File: config.mk
export PLATFORM = sky130hd
export DESIGN_NAME = osc_multiwave
export DESIGN_NICKNAME = d
export VERILOG_FILES = /design/src/rtl/osc_multiwave.sv
export SDC_FILE = /design/constraint.sdc
export NUM_CORES = 1
export LEC_CHECK = 0
export ABC_AREA = 1
export BUFFER_PORTS_ARGS = -buffer_cell sky130_fd_sc_hd__buf_2
export CAP_MARGIN = 10
export CORE_MARGIN = 1
export CORE_UTILIZATION = 50
export CTS_CLUSTER_DIAMETER = 80
export DETAILED_ROUTE_END_ITERATION = 10
export GPL_ROUTABILITY_DRIVEN = 0
export PLACE_DENSITY_LB_ADDON = 0.08
export SLEW_MARGIN = 20
export SYNTH_ARGS = -nofsm -noshare
export SYNTH_HDL_FRONTEND = slang
export SYNTH_SLANG_ARGS = --single-unit
export TNS_END_PERCENT = 20
File: constraint.sdc
create_clock -name clk -period 5.1 [get_ports clk]
set_clock_uncertainty 0.15 [all_clocks]
set_input_delay 1.275 -clock clk [delete_from_list [all_inputs] [get_ports clk]]
set_output_delay 1.275 -clock clk [all_outputs]
set_load 0.01 [all_outputs]
File: src/rtl/osc_multiwave.sv
// rtl/osc_multiwave.sv - multi-mode waveform oscillator with bus-mapped registers
//
// Ports:
//   clk, resetn          clock, synchronous active-low reset
//   valid/ready          bus request / one-cycle acknowledge
//   wstrb, addr, wdata   byte strobes (0 = read), byte address (addr[3:2] decoded), write data
//   rdata                read data, valid while ready=1
//   out                  registered waveform sample
//   sync                 new-period pulse aligned with out (only with OSC_MULTIWAVE_SYNC_EN)
//
// Registers (addr[3:2]): 0 DIV, 1 CTRL {enable, mode[1:0]}, 2 DUTY, 3 STATUS {dir, phase} (RO).
// Optional feature macro: OSC_MULTIWAVE_SYNC_EN adds the sync output.

module osc_multiwave #(
    parameter int OUT_W = 8,
    parameter int DIV_W = 32
) (
    input  logic             clk,
    input  logic             resetn,
    input  logic             valid,
    output logic             ready,
    input  logic [3:0]       wstrb,
    input  logic [31:0]      addr,
    input  logic [31:0]      wdata,
    output logic [31:0]      rdata,
`ifdef OSC_MULTIWAVE_SYNC_EN
    output logic             sync,
`endif
    output logic [OUT_W-1:0] out
);

    localparam logic [OUT_W-1:0] MAX = '1;

    logic [DIV_W-1:0] div_q;
    logic [DIV_W-1:0] counter;
    logic [2:0]       ctrl_q;
    logic [OUT_W-1:0] duty_q;
    logic [OUT_W-1:0] phase;
    logic             dir;

    logic [1:0]       sel;
    logic             accept;
    logic             wr;
    logic             ctl_rst;
    logic             running;
    logic             tick;
    logic [31:0]      rd_value;
    logic [31:0]      merged;
    logic [OUT_W-1:0] wave;
    logic [OUT_W-1:0] phase_n;
    logic             dir_n;
    logic             new_period;
    logic             unused_addr;

    assign unused_addr = ^{addr[31:4], addr[1:0]};

    assign sel     = addr[3:2];
    assign accept  = valid & ~ready;
    assign wr      = accept & (|wstrb);
    // Any strobed write to DIV or CTRL restarts the waveform from phase 0.
    assign ctl_rst = wr & (sel == 2'd0 || sel == 2'd1);
    assign running = ctrl_q[2] & (div_q != '0);
    assign tick    = (counter == div_q);

    function automatic logic [31:0] merge_bytes(input logic [31:0] cur,
                                                input logic [3:0]  strb,
                                                input logic [31:0] data);
        logic [31:0] r;
        r = cur;
        for (int i = 0; i < 4; i++) begin
            if (strb[i]) begin
                r[8*i +: 8] = data[8*i +: 8];
            end
        end
        return r;
    endfunction

    // Current (pre-write) value of the selected register; also the base for byte merging.
    always_comb begin
        rd_value = '0;
        case (sel)
            2'd0:    rd_value[DIV_W-1:0] = div_q;
            2'd1:    rd_value[2:0]       = ctrl_q;
            2'd2:    rd_value[OUT_W-1:0] = duty_q;
            default: rd_value[OUT_W:0]   = {dir, phase};
        endcase
    end

    assign merged = merge_bytes(rd_value, wstrb, wdata);

    always_comb begin
        wave = phase;
        case (ctrl_q[1:0])
            2'd1:    wave = ~phase;
            2'd3:    wave = (phase < duty_q) ? MAX : '0;
            default: wave = phase;
        endcase
    end

    // Triangle bounces at the ends without dwelling: MAX -> MAX-1 and 0 -> 1.
    always_comb begin
        phase_n    = phase + OUT_W'(1);
        dir_n      = dir;
        new_period = (phase == MAX);
        if (ctrl_q[1:0] == 2'd2) begin
            new_period = dir & (phase == '0);
            if (!dir) begin
                if (phase == MAX) begin
                    dir_n   = 1'b1;
                    phase_n = MAX - OUT_W'(1);
                end
            end else begin
                if (phase == '0) begin
                    dir_n   = 1'b0;
                    phase_n = OUT_W'(1);
                end else begin
                    phase_n = phase - OUT_W'(1);
                end
            end
        end
    end

`ifdef OSC_MULTIWAVE_SYNC_EN
    // Set on the wrapping tick, presented one clock later so it lines up with out.
    logic sync_pend;
`endif

    always_ff @(posedge clk) begin
        if (!resetn) begin
            ready   <= 1'b0;
            rdata   <= '0;
            div_q   <= '0;
            ctrl_q  <= '0;
            duty_q  <= '0;
            counter <= '0;
            phase   <= '0;
            dir     <= 1'b0;
            out     <= '0;
`ifdef OSC_MULTIWAVE_SYNC_EN
            sync      <= 1'b0;
            sync_pend <= 1'b0;
`endif
        end else begin
            ready <= accept;
            rdata <= accept ? rd_value : '0;

            if (wr) begin
                case (sel)
                    2'd0:    div_q  <= merged[DIV_W-1:0];
                    2'd1:    ctrl_q <= merged[2:0];
                    2'd2:    duty_q <= merged[OUT_W-1:0];
                    default: ;
                endcase
            end

            if (ctl_rst || !running) begin
                counter <= '0;
                phase   <= '0;
                dir     <= 1'b0;
                out     <= '0;
`ifdef OSC_MULTIWAVE_SYNC_EN
                sync      <= 1'b0;
                sync_pend <= 1'b0;
`endif
            end else begin
                counter <= tick ? '0 : counter + DIV_W'(1);
                if (tick) begin
                    phase <= phase_n;
                    dir   <= dir_n;
                end
                out <= wave;
`ifdef OSC_MULTIWAVE_SYNC_EN
                sync      <= sync_pend;
                sync_pend <= tick & new_period;
`endif
            end
        end
    end

endmodule

==> metrics.md, run 1 <==
| Metric | Value |
|---|---|
| Internal | 1.83 mW |
| Number of buffers added on ports | slightly above 80 |
| Maximum root-to-sink buffer count | 2 |
| Initial core utilization | 0.521 |
| Number of antenna diodes | 0 |
| Gr usage total | 0.291 |
| Synth top area share | 0.357 |
| Least-Margin Pin Slew | 1010 ps |
| Detail Route Antenna Nets | 0 |
| Slack of the worst reg-to-reg path | 2870 ps |
| Async S/R FF share, synth | 0 |
| Synth unique cells | 44 |
| Netlist Area Pre-Place | 7010 µm² |
| Synth Instances | 1054 |
| # clock sinks | 125 |
| FF-to-FF path depth | 8 |
| Drt via density | 5.30 |
| Initial antenna violation count | 0 |
| First-pass GRT wire length | 32300 µm |
| RR Endpoint | counter[2]$_SDFF_PP0_ |
| Synthesized flop and latch total | 125 |
| Max-slew violations | 0 |
| Synth area leader | dfxtp_1 |
| Nets@finish | 1211 |
| Die W | 120 µm |
| Syn Area/Cell | 6.65 µm² |
| Design Power | 2.44 mW |
| Comb pwr share | 0.098 |
| P_leak | 3.62 nW |
| Chip height | 120 µm |
| Commonest cells post-synth | nand2_1 (307), inv_1 (132), dfxtp_1 (125) |
| Htree depth | 4 |
| Iteration-0 DRC Markers | 683 |
| Final Hold Viols | 0 |
| Hold Buf Count CTS | 0 |
| Crit-path slowest cell | nand2_1 |
| Most common cell in the synthesized netlist | nand2_1 |
| Switch Pwr | 617 µW |
| Hold endpoint | counter[17]$_SDFF_PP0_ |
| Synth Warn # | 0 |
| Routed wire per std cell | about 15 µm |
| Post-synth EDFFs | 0 |
| Routed via count | between 6000 and 7000 |
| Setup TNS | 0 ps |
| Final Setup Violations | 0 |
| Tmin final | 2850 ps |
| Sequential Power Share | 0.418 |
| Critical Path Start Type | primary input |
| Sw Ratio | 0.252 |
| Max FO, Critical Path | 37 |
| Post-DP HPWL | 15400 µm |
| Period utilization | 0.558 |
| Die Area | ~14000 µm² |
| Max capacitance violation total | 0 |
| Hold Crit Depth | 2 |
| Hold Path Origin | counter[17]$_SDFF_PP0_ |
| Clock-pin slew on the worst setup and hold paths | 60 ps |
| Crit path largest cell delay | 720 ps |
| I/O pin count | between 100 and 150 |
| Post-CTS setup buffers | 0 |
| Max Fclk | 351 MHz |
| Core box area | 13500 µm² |
| Rows | 42 |
| RSZ-0062 raised after global routing | no |
| Drt pass-1 iters | 5 |
| Post-Syn Nets | about 1100 |
| VDD IR-drop max | roughly 0.00024 V |
| Worst-Skew Late Latency | about 430 ps |
| Slew HR | 0.328 |
| WS Path Type | in -> reg |
| Clk pwr share | 0.484 |
| Outcome | finished clean |
| CTS buffer count | 17 |
| Root buffer cell | clkbuf_16 |
| Power Dens Cells | around 300 nW/µm² |
| Crit path cell chain | buf_2, nand2_1, inv_1, nand2_1, inv_1 |
| Sequential element share of the synthesized area | 0.357 |
| Vias in the first global route | 6253 |
| Worst Setup End Kind | register |
| Synth-to-Final Area Change | 14.8% |
| Drc violations | 0 |
| Final WL | 19900 µm |
| Critical path required time | 5320 ps |
| CTS tree | done |
| Ys flop type | dfxtp_1 |
| RR Startpoint | div_q[20]$_SDFFE_PN0P_ |
| Largest cells by area after synthesis | dfxtp_1 (36%), nand2_1 (16%), inv_1 (7.1%) |
| Grt ovf | 0 |
| Crit path DAT | 3070 ps |
| Cts repair resizes | 0 |
| Pin count of the biggest net entering global routing | 49 |
| Worst hold slack | 349 ps |
| Worst hold path class | reg -> reg |
| Share of post-route cells with drive strength above 1 | 0.161 |
==> worst max-delay path by stage <==
stage,startpoint,endpoint,slack [ps]
3_3_place_gp,resetn,rdata[5]$_SDFF_PN0_,1830
6_report,resetn,rdata[6]$_SDFF_PN0_,2250
4_1_cts,resetn,rdata[6]$_SDFF_PN0_,2240
3_5_place_dp,resetn,rdata[6]$_SDFF_PN0_,1810
2_1_floorplan,wstrb[0],phase[3]$_SDFFE_PP0N_,2550
5_1_grt,resetn,rdata[7]$_SDFF_PN0_,2030
==> final cells by class <==
| cell class | count | area, µm² |
|---|---|---|
| multi-input combinational | 745 | 3730 |
| tap | 176 | 220 |
| clock buffer | 24 | 482 |
| clock inverter | 7 | 87.6 |
| fill | 1346 | 5410 |
| timing repair buffer | 84 | 428 |
| sequential | 125 | 2500 |
| inverter | 156 | 594 |
==> state kept, by name, summed over array words and instances, names as in the netlist <==
register / flops
counter: 32
ctrl_q: 3
dir: 1
div_q: 32
duty_q: 8
out: 8
phase: 8
rdata: 32
ready: 1
==> power groups by stage <==
stage | registers (mW) | clock network, mW | logic [mW]
after floorplan | 1.03 | 0 | 0.174
after global placement | 1.04 | 0 | 0.233
after detailed placement | 1.04 | 0 | 0.235
after CTS | 1.02 | 1.19 | 0.237
after global routing | 1.02 | 1.24 | 0.270
final | 1.02 | 1.18 | 0.238
==> logic make-up (layout without fill, tap and decap cells) <==
logic type,after synthesis,count (layout),share of synthesized area
AO/OA/AOI/OAI,153,153,0.137
multiplexers,1,1,0.00143
XOR/XNOR,17,17,0.0212
buffers and inverters,184,271,0.110
flip-flops,125,125,0.357
adder cells (fa/ha/maj),11,11,0.0196
AND/OR/NAND/NOR,563,563,0.353
==> metrics by stage <==
step	area (µm²)	instances	utilization	worst slack, ps
floorplan	7010	1054	-	2550
global placement	7480	1286	0.556	1830
detailed placement	7480	1286	0.556	1810
CTS	8050	1317	0.598	2240
global route	8050	1317	0.598	2030
finish	8050	1317	0.598	2250
==> layout by cell type (no fill, tap or decap), types with 17 or more instances in the layout <==
cell type / n
nand2_1: 307
nor2_1: 89
inv_2: 19
nand3_1: 68
a21oi_1: 26
a31oi_1: 23
nand4_1: 32
dfxtp_1: 125
o21ai_0: 52
nor3_1: 33
a21oi_2: 23
inv_1: 132
buf_2: 81
clkbuf_16: 17
==> worst max-delay path, delay by kind of cell <==
family	cells	cell delay, ps
simple gates	2	820
buf+inv	3	960
==> metal layers <==
metal	share of wire	GRT usage	wire (µm)	vias to the layer above
li1	-	-	-	3565
met1	0.48	0.414	9640	3139
met2	0.42	0.433	8400	255
met3	0.083	0.0703	1650	26
met4	0.013	0.0849	259	0
met5	0	0	0	-
Power figures use the tool's default switching activity.
==> run 2: changes to the inputs <==
--- a/config.mk
+++ b/config.mk
@@ -5,7 +5,7 @@
 export SDC_FILE = /design/constraint.sdc
 export NUM_CORES = 1
 export LEC_CHECK = 0
-export ABC_AREA = 1
+export ABC_AREA = 0
 export BUFFER_PORTS_ARGS = -buffer_cell sky130_fd_sc_hd__buf_2
 export CAP_MARGIN = 10
 export CORE_MARGIN = 1
==> constraint.sdc (replaced) <==
create_clock -name clk -period 2.4 [get_ports clk]
set_clock_uncertainty 0.15 [all_clocks]
set_input_delay 0.6 -clock clk [delete_from_list [all_inputs] [get_ports clk]]
set_output_delay 0.6 -clock clk [all_outputs]
set_load 0.01 [all_outputs]
==> run 2 against run 1 <==
Net effect: the flow now finishes with violations (design-rule violations); count of clock-buffer cells in the layout is 2 higher; worst setup slack got worse by 2000 ps; combinational power is 42% higher; sequential share of layout area up 3.1 points; critical endpoint is now phase[5]$_SDFFE_PP0N_; largest power group unchanged.
==> metrics.md, run 2 <==
| Metric | Value |
|---|---|
| Outcome | complete, but fails checks |
| Failing checks | design-rule violations |
| Share of post-route cells with drive strength above 1 | 0.221 |
| Critical path required time | 2530 ps |
| Routed via count | 5068 |
| Drc violations | 3 |
| Max-slew violations | 0 |
| Detail Route Antenna Nets | 0 |
| Rows | 39 |
| Largest cells by area after synthesis | dfxtp_1 (41%), xor2_1 (6.1%), nand2_1 (3.6%) |
| Final WL | 15400 µm |
| Least-Margin Pin Slew | 688 ps |
| Chip height | 112 µm |
| Most common cell after layout, fill and taps aside | dfxtp_1 |
| Initial antenna violation count | 0 |
| Drt via density | between 5 and 6 |
| Slew HR | 0.539 |
| Worst hold path class | in -> reg |
| Slack of the worst reg-to-reg path | 210 ps |
| Async S/R FF share, synth | 0 |
| Storage cell area | around 2500 µm² |
| Number of antenna diodes | 0 |
| Max Fclk | ~460 MHz |
| Synth area leader | dfxtp_1 |
| Ys flop type | dfxtp_1 |
| Maximum root-to-sink buffer count | 2 |
| Commonest cells post-synth | dfxtp_1 (125), nand2_1 (58), nor2_1 (48) |
| P_leak | 3.14 nW |
| Vias in the first global route | 4972 |
| Setup TNS | 0 ps |
| Synthesized flop and latch total | 125 |
| Core box area | between 10000 and 15000 µm² |
| Post-synth EDFFs | 0 |
| I/O pin count | roughly 110 |
| Synth-to-Final Area Change | 21.2% |
| RSZ-0062 raised after global routing | no |
| Gr usage total | 0.260 |
| Synth top area share | 0.415 |
| Worst Setup End Kind | register |
| Iteration-0 DRC Markers | 320 |
| Die W | ~110 µm |
| Largest regs | counter x32, div_q x32, rdata x32 |
| Final Hold Viols | 0 |
| Post-synthesis compound-gate area fraction | 0.121 |
| Htree depth | 4 |
| CTS buffer count | 17 |
| Post-synthesis mux area share | 0.0521 |
| CTS tree | done |
| Nets@finish | 827 |
| VDD IR-drop max | 0.000520 V |
| Pin count of the biggest net entering global routing | 33 |
| Post-DP HPWL | 11300 µm |
| Netlist Area Pre-Place | roughly 6000 µm² |
| Power Dens Cells | 722 nW/µm² |
| # clock sinks | 125 |
| XOR/XNOR share of the synthesized area | 0.0915 |
| Worst-Skew Late Latency | approximately 420 ps |
| Max FO, Critical Path | 7 |
| Crit path DAT | 2320 ps |
| Post-CTS setup buffers | 0 |
| Drt pass-1 iters | 8 |
| Most frequent cells in the layout | dfxtp_1 (125), buf_2 (81), nand2_1 (58), nor2_1 (48), xor2_1 (42) |
| Syn Area/Cell | between 9 and 10 µm² |
| Period utilization | 0.913 |
| Synth unique cells | 63 |
| Hold Buf Count CTS | 0 |
| Number of buffers added on ports | 81 |
| Most common cell in the synthesized netlist | dfxtp_1 |
| WS Path Type | reg -> reg |
| Fin util | 0.632 |
| Cts repair resizes | 0 |
| Post-Syn Nets | 735 |
| Largest family of logic cells by synthesized area | simple AND/OR/NAND/NOR gates |
| Tmin final | 2190 ps |
| Critical Path Start Type | register |
| Sequential element share of the synthesized area | 0.415 |
| Adder-cell share of the synthesized area | 0.0228 |
| Initial core utilization | 0.522 |
| Max capacitance violation total | 0 |
| Multi-input logic area | around 3300 µm² |
| Fillers | 993 |
| Synth Area in Simple Gates | 0.255 |
| Root buffer cell | clkbuf_16 |
| Clock-pin slew on the worst setup and hold paths | 50 ps |
| Grt ovf | 0 |
| Routed wire per std cell | 17.1 µm |
| Synth Instances | 653 |
| Die Area | 12500 µm² |
| Synth Warn # | 0 |
| Final Setup Violations | 0 |
| First-pass GRT wire length | between 20000 and 30000 µm |
[run 2: cell count changes after synthesis, sizes merged, moves of 27 or more]
cell   delta
nand3    -30
o21ai    -39
nand2   -257
nor2     -53
xor2     +32
nor3     -27
inv     -134
a21oi    -36
[run 2: worst paths after layout]
path,startpoint,to,depth (start not counted)
worst max-delay path,div_q[1]$_SDFFE_PN0P_,phase[5]$_SDFFE_PP0N_,5
worst min-delay path,wdata[30],div_q[30]$_SDFFE_PN0P_,3
worst max register to register,div_q[1]$_SDFFE_PN0P_,phase[5]$_SDFFE_PP0N_,5
worst min register to register,counter[0]$_SDFF_PP0_,counter[0]$_SDFF_PP0_,1
[run 2: where the power goes]
group          internal [mW]  switching, mW
clock network           1.92          0.893
logic                  0.134          0.202
registers               2.10         0.0276
total                   4.16           1.12
[run 2: cell families (layout without fill, tap and decap cells)]
kind of cell,count (synthesis),in the layout
AND/OR/NAND/NOR,272,272
flip-flops,125,125
AO/OA/AOI/OAI,100,100
XOR/XNOR,63,63
buffers and inverters,55,159
multiplexers,27,27
adder cells (fa/ha/maj),11,11
[run 2: worst max-delay path, cell delays in order (launching register included)]
cell and delay [ps]:
dfxtp_1 350, xor2_1 190, nor4_1 330, nand4_1 400, nor2_1 470, a311oi_1 150
[run 2: routing by layer]
layer,track usage,vias to the layer above,routed length (µm)
met5,0,-,0
met4,0.119,0,353
met3,0.0577,24,792
met2,0.450,129,7760
met1,0.308,2421,6470
li1,-,2494,-
[run 2: cell type report]
type,instances,share of cell area
sequential,125,0.342
clock inverter,5,0.0171
inverter,20,0.0103
tap,143,0.0245
timing repair buffer,108,0.0849
clock buffer,26,0.0724
multi-input combinational,473,0.449
[run 2: metrics by stage]
step	hold slack (ps)	power (mW)	worst slack, ps	instances	cell area [µm²]
4_1_cts	279	5.30	251	900	7310
5_1_grt	296	5.45	3.03	900	7310
3_5_place_dp	348	2.50	154	869	6660
3_3_place_gp	334	2.49	203	869	6660
6_report	283	5.28	209	900	7310
2_1_floorplan	301	2.38	359	653	6030
